`config.mk`:
```
export PLATFORM = sky130hd
export DESIGN_NAME = wallace_final_adder_flat
export DESIGN_NICKNAME = d
export VERILOG_FILES = /design/src/rtl/wallace_final_adder_if.sv /design/src/rtl/wallace_final_adder.sv /design/src/flat_wrapper.sv
export SDC_FILE = /design/constraint.sdc
export NUM_CORES = 1
export LEC_CHECK = 0
export BUFFER_PORTS_ARGS = -buffer_cell sky130_fd_sc_hd__clkbuf_2
export CAP_MARGIN = 10
export CORE_UTILIZATION = 55
export CTS_CLUSTER_DIAMETER = 150
export CTS_CLUSTER_SIZE = 28
export DETAILED_ROUTE_END_ITERATION = 10
export PLACE_DENSITY = 0.8
export SYNTH_ARGS = -nofsm -noshare
export SYNTH_HDL_FRONTEND = slang
export SYNTH_SLANG_ARGS = --single-unit
export TNS_END_PERCENT = 20
```
`constraint.sdc`:
```
create_clock -name Clk -period 3.3 [get_ports Clk]
set_input_delay 0.33 -clock Clk [delete_from_list [all_inputs] [get_ports Clk]]
set_output_delay 0.33 -clock Clk [all_outputs]
set_load 0.02 [all_outputs]
```
`src/rtl/wallace_final_adder_if.sv`:
```
// Handshake bus for the multiplier's final carry-propagate adder.
// Upstream side: In_Valid/In_Ready with Sum_Vec/Carry_Vec operands.
// Downstream side: Out_Valid/Out_Ready with Product/Overflow results.
// The Zero flag and its modport entries exist only when CPA_ZERO_FLAG_EN is defined.
interface wallace_final_adder_if #(
  parameter int WIDTH = 32
);
  logic             In_Valid;
  logic             In_Ready;
  logic [WIDTH-1:0] Sum_Vec;
  logic [WIDTH-1:0] Carry_Vec;
  logic             Out_Valid;
  logic             Out_Ready;
  logic [WIDTH-1:0] Product;
  logic             Overflow;
`ifdef CPA_ZERO_FLAG_EN
  logic             Zero;

  // Master drives the operands and consumes the product.
  modport master (
    output In_Valid, Sum_Vec, Carry_Vec, Out_Ready,
    input  In_Ready, Out_Valid, Product, Overflow, Zero
  );

  // Slave is the adder itself.
  modport slave (
    input  In_Valid, Sum_Vec, Carry_Vec, Out_Ready,
    output In_Ready, Out_Valid, Product, Overflow, Zero
  );
`else
  // Master drives the operands and consumes the product.
  modport master (
    output In_Valid, Sum_Vec, Carry_Vec, Out_Ready,
    input  In_Ready, Out_Valid, Product, Overflow
  );

  // Slave is the adder itself.
  modport slave (
    input  In_Valid, Sum_Vec, Carry_Vec, Out_Ready,
    output In_Ready, Out_Valid, Product, Overflow
  );
`endif
endinterface

```
`src/rtl/wallace_final_adder.sv`:
```
// Final carry-propagate stage of the Booth/Wallace multiplier.
// The redundant sum/carry pair is resolved CHUNK bits per clock, which bounds
// the per-cycle carry chain to CHUNK full adders.
// The operation takes WIDTH/CHUNK add cycles. The result then holds until the
// consumer takes it.
// Optional feature: define CPA_ZERO_FLAG_EN to add a registered Zero flag.
module wallace_final_adder #(
  parameter int WIDTH = 32,
  parameter int CHUNK = 8
) (
  input  logic                  Clk,
  input  logic                  Rst_n,
  wallace_final_adder_if.slave  bus
);
  localparam int N     = WIDTH / CHUNK;
  localparam int IDX_W = (N > 1) ? $clog2(N) : 1;
  localparam logic [IDX_W-1:0] LAST_IDX = IDX_W'(N - 1);

  // Refuse to build a configuration that would leave a partial chunk.
  if ((WIDTH % CHUNK) != 0) begin : g_chunk_check
    $error("wallace_final_adder: WIDTH must be a multiple of CHUNK");
  end

  typedef enum logic [1:0] {IDLE, ADD, DONE} state_t;

  state_t             state_q;
  logic [WIDTH-1:0]   sum_q;
  logic [WIDTH-1:0]   cvec_q;
  logic [IDX_W-1:0]   idx_q;
  logic               cy_q;
  logic [WIDTH-1:0]   product_q;
  logic               overflow_q;
  logic               out_valid_q;

  logic [CHUNK:0]     chunk_d;
  logic [WIDTH-1:0]   product_d;
  int                 base;

  // One chunk of ripple add: slice both operands at idx, add in the carry.
  always_comb begin
    base      = int'(idx_q) * CHUNK;
    chunk_d   = {1'b0, sum_q[base +: CHUNK]} + {1'b0, cvec_q[base +: CHUNK]}
              + {{CHUNK{1'b0}}, cy_q};
    product_d = product_q;
    product_d[base +: CHUNK] = chunk_d[CHUNK-1:0];
  end

`ifdef CPA_ZERO_FLAG_EN
  logic zero_q;

  // Zero is evaluated on the full product vector in the last add cycle.
  // By then every lower chunk has been written.
  always_ff @(posedge Clk or negedge Rst_n) begin
    if (!Rst_n) begin
      zero_q <= 1'b0;
    end else if (state_q == ADD && idx_q == LAST_IDX) begin
      zero_q <= (product_d == '0);
    end
  end

  assign bus.Zero = zero_q;
`endif

  // Control FSM and datapath registers. The operands are captured privately,
  // so upstream may change them freely once the accept has happened.
  always_ff @(posedge Clk or negedge Rst_n) begin
    if (!Rst_n) begin
      state_q     <= IDLE;
      sum_q       <= '0;
      cvec_q      <= '0;
      idx_q       <= '0;
      cy_q        <= 1'b0;
      product_q   <= '0;
      overflow_q  <= 1'b0;
      out_valid_q <= 1'b0;
    end else begin
      case (state_q)
        IDLE: begin
          if (bus.In_Valid) begin
            sum_q   <= bus.Sum_Vec;
            cvec_q  <= bus.Carry_Vec;
            idx_q   <= '0;
            cy_q    <= 1'b0;
            state_q <= ADD;
          end
        end
        ADD: begin
          product_q <= product_d;
          cy_q      <= chunk_d[CHUNK];
          if (idx_q == LAST_IDX) begin
            overflow_q  <= chunk_d[CHUNK];
            out_valid_q <= 1'b1;
            state_q     <= DONE;
          end else begin
            idx_q <= idx_q + 1'b1;
          end
        end
        DONE: begin
          if (bus.Out_Ready) begin
            out_valid_q <= 1'b0;
            state_q     <= IDLE;
          end
        end
        default: state_q <= IDLE;
      endcase
    end
  end

  assign bus.In_Ready  = (state_q == IDLE);
  assign bus.Out_Valid = out_valid_q;
  assign bus.Product   = product_q;
  assign bus.Overflow  = overflow_q;
endmodule
```
`src/flat_wrapper.sv`:
```
// flat-port wrapper written by rule: the top's interface ports become plain ports
module wallace_final_adder_flat 
#(
  parameter int WIDTH = 32,
  parameter int CHUNK = 8
)
  (Clk, Rst_n, bus_In_Valid, bus_Sum_Vec, bus_Carry_Vec, bus_Out_Ready, bus_In_Ready, bus_Out_Valid, bus_Product, bus_Overflow);
  wallace_final_adder_if #(.WIDTH(WIDTH)) bus_i ();
  input  logic Clk;
  input  logic Rst_n;
  input wire logic [$bits(bus_i.In_Valid)-1:0] bus_In_Valid;
  input wire logic [$bits(bus_i.Sum_Vec)-1:0] bus_Sum_Vec;
  input wire logic [$bits(bus_i.Carry_Vec)-1:0] bus_Carry_Vec;
  input wire logic [$bits(bus_i.Out_Ready)-1:0] bus_Out_Ready;
  output wire logic [$bits(bus_i.In_Ready)-1:0] bus_In_Ready;
  output wire logic [$bits(bus_i.Out_Valid)-1:0] bus_Out_Valid;
  output wire logic [$bits(bus_i.Product)-1:0] bus_Product;
  output wire logic [$bits(bus_i.Overflow)-1:0] bus_Overflow;
  assign bus_i.In_Valid = bus_In_Valid;
  assign bus_i.Sum_Vec = bus_Sum_Vec;
  assign bus_i.Carry_Vec = bus_Carry_Vec;
  assign bus_i.Out_Ready = bus_Out_Ready;
  assign bus_In_Ready = bus_i.In_Ready;
  assign bus_Out_Valid = bus_i.Out_Valid;
  assign bus_Product = bus_i.Product;
  assign bus_Overflow = bus_i.Overflow;
  wallace_final_adder #(.WIDTH(WIDTH), .CHUNK(CHUNK)) u_core (.Clk(Clk), .Rst_n(Rst_n), .bus(bus_i));
endmodule
```
# Yosys cells after proc, flatten, opt, wreduce, memory -nomap -nowiden
# Index checks and enable logic that the tools add are counted.
[word_totals]
regBits = 103
wordCells = 45
[op_classes]
addsub = 4
eq_ne = 7
n_shift = 4
muxes = 13
n_reduce_logical = 9
[ops]
columns = ["op", "n"]
rows = [
  ["32-bit by 6-bit variable part select with 8-bit output", 2],
  ["5-bit negation with 33-bit output", 1],
  ["8-bit by 33-bit variable shift with 32-bit output, first input constant", 1],
  ["8-bit by 33-bit variable part select with 32-bit output", 1],
  ["32-bit bitwise mux", 1],
  ["2-bit 2-to-1 mux", 5],
  ["8-bit by 8-bit adder with 9-bit output", 1],
  ["9-bit by 1-bit adder with 9-bit output", 1],
  ["3-bit AND reduction", 3],
  ["2-bit != test, second input constant", 3],
  ["2-bit one-hot mux with 3 select lines", 1],
  ["2-bit AND reduction", 3],
  ["2-bit equality test, second input constant", 2],
  ["1-bit one-hot mux with 2 select lines", 2],
  ["2-bit one-hot mux with 2 select lines", 1],
  ["2-bit nonzero test", 2],
  ["1-bit 2-to-1 mux", 3],
  ["2-bit by 1-bit adder with 2-bit output, second input constant", 1],
  ["2-bit by 1-bit equality test with 1-bit output, second input constant", 1],
  ["2-bit logical NOT", 1],
  ["2-bit by 1-bit != test with 1-bit output, second input constant", 1],
]

# Longest topological paths before layout
# Gate-level depths: netlist (run 1).
[depth]
ltp_word = 5
ltp_mapped = 10

# Worst setup path before layout (run 1)
# OpenSTA, ideal clock, no wires.
[synth_timing]
path_kind = "register to register"
from = "register u_core.idx_q[1]"
to = "register u_core.product_q[22], in the netlist u_core.bus.Product[22]"
setup_ps = 121
arrival_time_ps = 2902
setup_slack_ps = 277
path_stages_with_launch = 11
n_path_buf = 2
cell_sequence = "dfrtp_1 > buf_2 > buf_1 > mux4_2 > fa_1 > fa_1 > a21oi_1 > o21ai_0 > a211oi_1 > nor2_1 > a22o_1"
[synth_between]
elab_chain_cells = 5
word_cells_on_any_way = 8
[synth_rtl]
columns = ["item", "line", "text"]
rows = [
  ["start, declared", "wallace_final_adder.sv:29", "logic [IDX_W-1:0] idx_q;"],
  ["start signal, assigned", "wallace_final_adder.sv:95", "idx_q <= idx_q + 1'b1;"],
  ["32-bit by 6-bit variable part select with 8-bit output", "wallace_final_adder.sv:42", "chunk_d = {1'b0, sum_q[base +: CHUNK]} + {1'b0, cvec_q[base +: CHUNK]}"],
  ["8-bit by 8-bit adder with 9-bit output", "wallace_final_adder.sv:42", ""],
  ["9-bit by 1-bit adder with 9-bit output", "wallace_final_adder.sv:43", "+ {{CHUNK{1'b0}}, cy_q};"],
  ["8-bit by 33-bit variable part select with 32-bit output", "wallace_final_adder.sv:45", "product_d[base +: CHUNK] = chunk_d[CHUNK-1:0];"],
  ["32-bit bitwise mux *", "wallace_final_adder.sv:45", ""],
  ["end signal, assigned", "wallace_final_adder.sv:88", "product_q <= product_d;"],
  ["end, declared", "wallace_final_adder.sv:31", "logic [WIDTH-1:0] product_q;"],
]
# Mark *: on every way between the ends. The rest lies on a longest branch, timed or not.
# A chain may end at the register's enable or synchronous reset.

# Worst setup path after layout (run 1)
[layout_timing]
from = "register u_core.idx_q[0]"
to = "register u_core.product_q[30], in the netlist u_core.bus.Product[30]"
# Same word-level chain as after synthesis.

==> impl_metrics.ini, run 1 <==
[status]
status = finished clean

[clock_network]
cts_tree = yes
cts_setup_buffers = 0
postCtsHoldBufs = 1
clock_sinks = 103
ctsResizeCount = 0
root_buffer = clkbuf_8
htreeDepth = 3
clk_pin_slew_ns = 0.10
cts_buffers = 9
cts_buffer_depth = 2
insertion_delay_ns = 0.37

[placement]
gp_congestion = 0.844
dp_cells = 528
place_area_um2 = 5510
io_buffers = 102
hpwl_mm = 7.61

[global_route]
track_usage_pct = 23.5
grt_max_degree = 56
antenna_found_initial = 0
overflow = 0
grt_pass1_vias = 3253
grt_pass1_wl_mm = 17.0

[floorplanning]
rows = 34
die_y_um = 97.2
start_util_pct = 56.8
die_area_um2 = 9440
ios = 103
core-area_um2 = 8760
die_w_um = 97.2

[worst_setup_path]
arrival_ns = 3.22
cp.required_ns = 3.56
reg2reg_from = u_core.idx_q[0]$_DFFE_PN0P_
worstPathMaxFanout = 4
worstSetupPathType = register to register
setup.worst_path.start = u_core.idx_q[0]$_DFFE_PN0P_
end_kind = register
cp-start-kind = register

[route]
via_per_inst = 5.73
initialDrtViolationCount = 118
wire_per_inst_um = 18.8
routed_wl_mm = 10.3
ant_nets = 0
drc = 0
num_vias = 3123
dr.pass1.iters = 4

[timing]
final_min_period_over_clock_period_pct = 89.8
fmax_ghz = 0.337
hold_viol_final = 0
finClkSkew_ns = 0.0115
timing.final.max_slew_violations = 0
setup_tns_ns = 0
tightest_slew_ns = 0.839
relSlewSlack_pct = 44.0
setup_viol = 0
period_needed_ns = 2.96
rsz0062_at_grt = no

[finish]
drive_above_1_share_pct = 49.4
fillerInstances = 654
final_area_um2 = 5750
seqCellArea_um2 = 2580
multiInputGateArea_um2 = 2200
diodes = 0
stdcell_count = 545
area_growth_pct = 15.4
nets = 515

[synthesis]
netlist_area_um2 = 4980
seq_area_frac_synth_pct = 51.7
yosysWarnings = 0
syn_area_per_cell_um2 = 15.2
ys_ff_latch = 103
synthArstFlopShare_pct = 100
synth_edf_count = 0
yosysUniqueCellTypes = 43
syn_nets = 410
netlist_instances = 327
synth_ff_type = dfrtp_1

[pwr]
peakVddDrop_mv = 0.534
p_leak_nw = 2.79
p_per_area_nw_per_um2 = 1210

[run]
cap_violations = 0

[hold_path]
hp-start = bus_Sum_Vec[10]
hp-class = input pin to register
routing by layer:
metal	GRT usage, %	vias to the layer above	wire length (um)
li1	-	1425	-
met1	30.2	1575	4450
met2	38.8	106	5000
met3	4.68	17	565
met4	10.2	0	251
met5	0	-	0
sequential cells by signal, summed over array words and instances (netlist names):
register,cells
u_core.cvec_q,32
u_core.bus.Overflow,1
u_core.state_q,2
u_core.bus.Product,32
u_core.bus.Out_Valid,1
u_core.cy_q,1
u_core.sum_q,32
u_core.idx_q,2
cell usage after synthesis (2+ instances only):
master    count  area (um2)
o21ai_1       2        10.0
buf_12        6         120
o21bai_1      2        15.0
a21oi_1       7        35.0
buf_2         3        15.0
a211oi_1      2        15.0
xor2_1        2        17.5
inv_1         5        18.8
a22o_1       27         236
o21a_1        2        15.0
mux2_4       49         736
fa_1          2        40.0
mux2_2       16         180
buf_4         2        15.0
dfrtp_1     103        2580
nand2_1      15        56.3
nand2b_1      2        12.5
nor2_1       12        45.0
nand4_1       3        18.8
o21ai_0      11        55.1
ha_1         13         163
mux4_2       16         360
xnor2_1       2        17.5
buf_6         2        22.5
nand2_2       3        18.8
area by class of cell:
cell class	count	area share (%)
inverter	5	0.327
clock inverter	4	1.33
timing repair buffer	109	10.1
tap	108	2.35
sequential	103	44.8
clock buffer	12	2.70
multi-input combinational	204	38.4
final timing paths:
check                                                           to  slack (ns)  cells past startpoint
worst max-delay path            u_core.bus.Product[30]$_DFFE_PN0P_        0.34                      8
min in group asynchronous       u_core.bus.Product[26]$_DFFE_PN0P_        0.51                      2
worst min-delay path                  u_core.sum_q[10]$_DFFE_PN0P_        0.18                      2
worst max register to register  u_core.bus.Product[30]$_DFFE_PN0P_        0.34                      8
worst min register to register   u_core.bus.Product[2]$_DFFE_PN0P_        0.49                      2
max in group asynchronous             u_core.sum_q[19]$_DFFE_PN0P_        2.10                      3
where the power goes:
group,switching [mW],internal (mW)
registers,0.377,1.84
logic,2.03,1.80
clock network,0.427,0.472
total,2.84,4.12
placed cells by master (no fill, tap or decap), types with 2 or more instances in the layout:
cell type / instances
fa_1: 2
clkbuf_2: 101
nand4_1: 3
mux2_4: 49
o21ai_0: 11
nand2_1: 15
dfrtp_1: 103
xor2_1: 2
mux2_2: 16
xnor2_1: 2
nor2_1: 12
a22o_1: 27
mux4_2: 16
buf_4: 6
clkbuf_8: 11
o21a_1: 2
a211oi_1: 2
a21oi_1: 7
nand2b_1: 2
inv_1: 5
bufinv_16: 2
ha_1: 13
o21bai_1: 2
nand2_2: 3
o21ai_1: 2
stage by stage:
step	setup slack (ns)	util [%]	power, mW	hold slack, ns
2_1_floorplan	0.277	-	5.17	0.0344
3_3_place_gp	0.494	62.8	5.88	0.376
3_5_place_dp	0.398	62.8	6.05	0.387
4_1_cts	0.373	65.6	6.97	0.166
5_1_grt	0.184	65.6	7.42	0.170
6_report	0.337	65.6	6.95	0.177
worst max-delay path, cell delays in order (launching register included):
cell      delay (ns)
dfrtp_1         0.46
mux4_2          0.54
fa_1            0.47
fa_1            0.42
a21oi_1         0.21
o21ai_0         0.13
a211oi_1        0.29
nor2_1          0.13
a22o_1          0.21
kinds of logic after synthesis:
logic type / after synthesis / share of synthesized area (%)
fa+ha+maj: 15 / 4.07
simple gates: 46 / 5.33
xor+xnor: 4 / 0.703
compound gates: 57 / 8.34
flops: 103 / 51.7
buf+inv: 20 / 3.99
mux: 82 / 25.8
Power figures use the tool's default switching activity.
==> run 2, diff against run 1 <==
==> constraint.sdc (replaced) <==
create_clock -name Clk -period 3.3 [get_ports Clk]
set_input_delay 0.66 -clock Clk [delete_from_list [all_inputs] [get_ports Clk]]
set_output_delay 0.66 -clock Clk [all_outputs]
set_load 0.02 [all_outputs]
==> impl_metrics.ini, run 2 (synthesis results as in run 1) <==
[clock_network]
cts_buffers = 9
htreeDepth = 3
ctsResizeCount = 0
cts_tree = yes
root_buffer = clkbuf_8
insertion_delay_ns = 0.36
cts_buffer_depth = 2
postCtsHoldBufs = 0
clock_sinks = 103
clk_pin_slew_ns = 0.09
cts_setup_buffers = 0

[timing]
rsz0062_at_grt = no
finClkSkew_ns = 0.00792
timing.final.max_slew_violations = 0
worst_slack_ns = 0.339
worst_hold_slack_ns = 0.350
final_min_period_over_clock_period_pct = 89.7
tightest_slew_ns = 0.738
relSlewSlack_pct = 50.8
fmax_ghz = 0.338
hold_viol_final = 0
setup_tns_ns = 0
setup_viol = 0
period_needed_ns = 2.96

[worst_setup_path]
r2r.worst_path.cells = 8
cp.depth = 8
cp-start-kind = register
critPathTopFamily = adder cells
worstPathMaxFanout = 4
path_buf_inv = 0
cp_slowest_cell = mux4_2
cp.required_ns = 3.60
cpMostUsedCell = fa_1
end_kind = register
worstSetupPathType = register to register
arrival_ns = 3.26
crit_path_max_incr_delay_ns = 0.55
cp_cell_sequence = mux4_2 -> fa_1 -> fa_1 -> a21oi_1 -> o21ai_0 -> o21a_1 -> nor2_1 -> a22o_1

[floorplanning]
die_w_um = 97.2
ios = 103
core-area_um2 = 8760
die_y_um = 97.2
die_area_um2 = 9440
rows = 34
start_util_pct = 56.8

[global_route]
grt_pass1_wl_mm = 17.2
overflow = 0
grt_max_degree = 59
grt_pass1_vias = 3304
antenna_found_initial = 0
track_usage_pct = 23.7

[route]
drc = 0
initialDrtViolationCount = 138
wire_per_inst_um = 19.1
routed_wl_mm = 10.4
num_vias = 3087
ant_nets = 0
via_per_inst = 5.67
dr.pass1.iters = 4

[run]
cap_violations = 0

[finish]
fillerInstances = 646
layout_common_cells = dfrtp_1, clkbuf_2, mux2_4
diodes = 0
drive_above_1_share_pct = 49.3
mostFrequentLayoutCell = dfrtp_1
area_growth_pct = 14.8
stdcell_count = 544
nets = 514

[placement]
dp_cells = 528
pre_cts_ws_ns = 0.381
hpwl_mm = 7.67
io_buffers = 102
gp_congestion = 0.836

[pwr]
p_leak_nw = 2.77
p_per_area_nw_per_um2 = 1210
peakVddDrop_mv = 0.546

[hold_path]
hp-class = input pin to async pin

[status]
status = finished clean
## run 2: changes by cell type in the layout (fill, tap and decap cells not counted)
cell           delta
clkbuf_1          +1
clkbuf_8          -2
clkinv_2          +1
dlygate4sd3_1     -1
## run 2: final timing paths
check                           slack, ns                                 end                               from
worst max-delay path                 0.34  u_core.bus.Product[22]$_DFFE_PN0P_        u_core.idx_q[0]$_DFFE_PN0P_
worst min-delay path                 0.35   u_core.bus.Product[2]$_DFFE_PN0P_                              Rst_n
worst max register to register       0.34  u_core.bus.Product[22]$_DFFE_PN0P_        u_core.idx_q[0]$_DFFE_PN0P_
worst min register to register       0.48   u_core.bus.Product[2]$_DFFE_PN0P_  u_core.bus.Product[2]$_DFFE_PN0P_
max in group asynchronous            2.23         u_core.sum_q[3]$_DFFE_PN0P_                              Rst_n
min in group Clk                     0.48   u_core.bus.Product[2]$_DFFE_PN0P_  u_core.bus.Product[2]$_DFFE_PN0P_
## run 2: metal layers
layer / global-route usage (%) / share of wire [%] / vias to the layer above
met5: 0 / 0 / -
met4: 7.12 / 1.3 / 0
met3: 4.46 / 4.8 / 9
met2: 40.1 / 49 / 106
met1: 31.2 / 44 / 1560
li1: - / - / 1412
## run 2: per-stage QoR
stage	utilization, %	power, mW	cell area (um2)
after floorplan	-	5.17	4980
after global placement	62.8	5.88	5510
after detailed placement	62.8	6.09	5510
after CTS	65.3	6.96	5720
after global routing	65.3	7.42	5720
final	65.3	6.95	5720
## run 2: where the power goes
| group | internal [mW] | switching [mW] | leakage (nW) | total [mW] |
|---|---|---|---|---|
| registers | 1.84 | 0.376 | 1.28 | 2.22 |
| logic | 1.81 | 2.07 | 1.39 | 3.87 |
| clock network | 0.430 | 0.430 | 0.104 | 0.860 |
## run 2: cell type report
| type | count | area, um2 | area share, % |
|---|---|---|---|
| clock buffers | 11 | 131 | 2.30 |
| multi-input cells | 204 | 2200 | 38.5 |
| clock inverters | 5 | 81.3 | 1.42 |
| repair buffers | 108 | 571 | 9.98 |
| well taps | 108 | 135 | 2.36 |
| inverters | 5 | 18.8 | 0.328 |
| flip-flops and latches | 103 | 2580 | 45.1 |
## run 2: worst register-to-register path, delay by kind of cell, from the launching register on
family,cells,cell delay [ns]
and+or+nand+nor,1,0.25
DFF,1,0.46
adders and majority gates,2,0.89
AOI/OAI and AO/OA,4,0.74
muxes,1,0.55
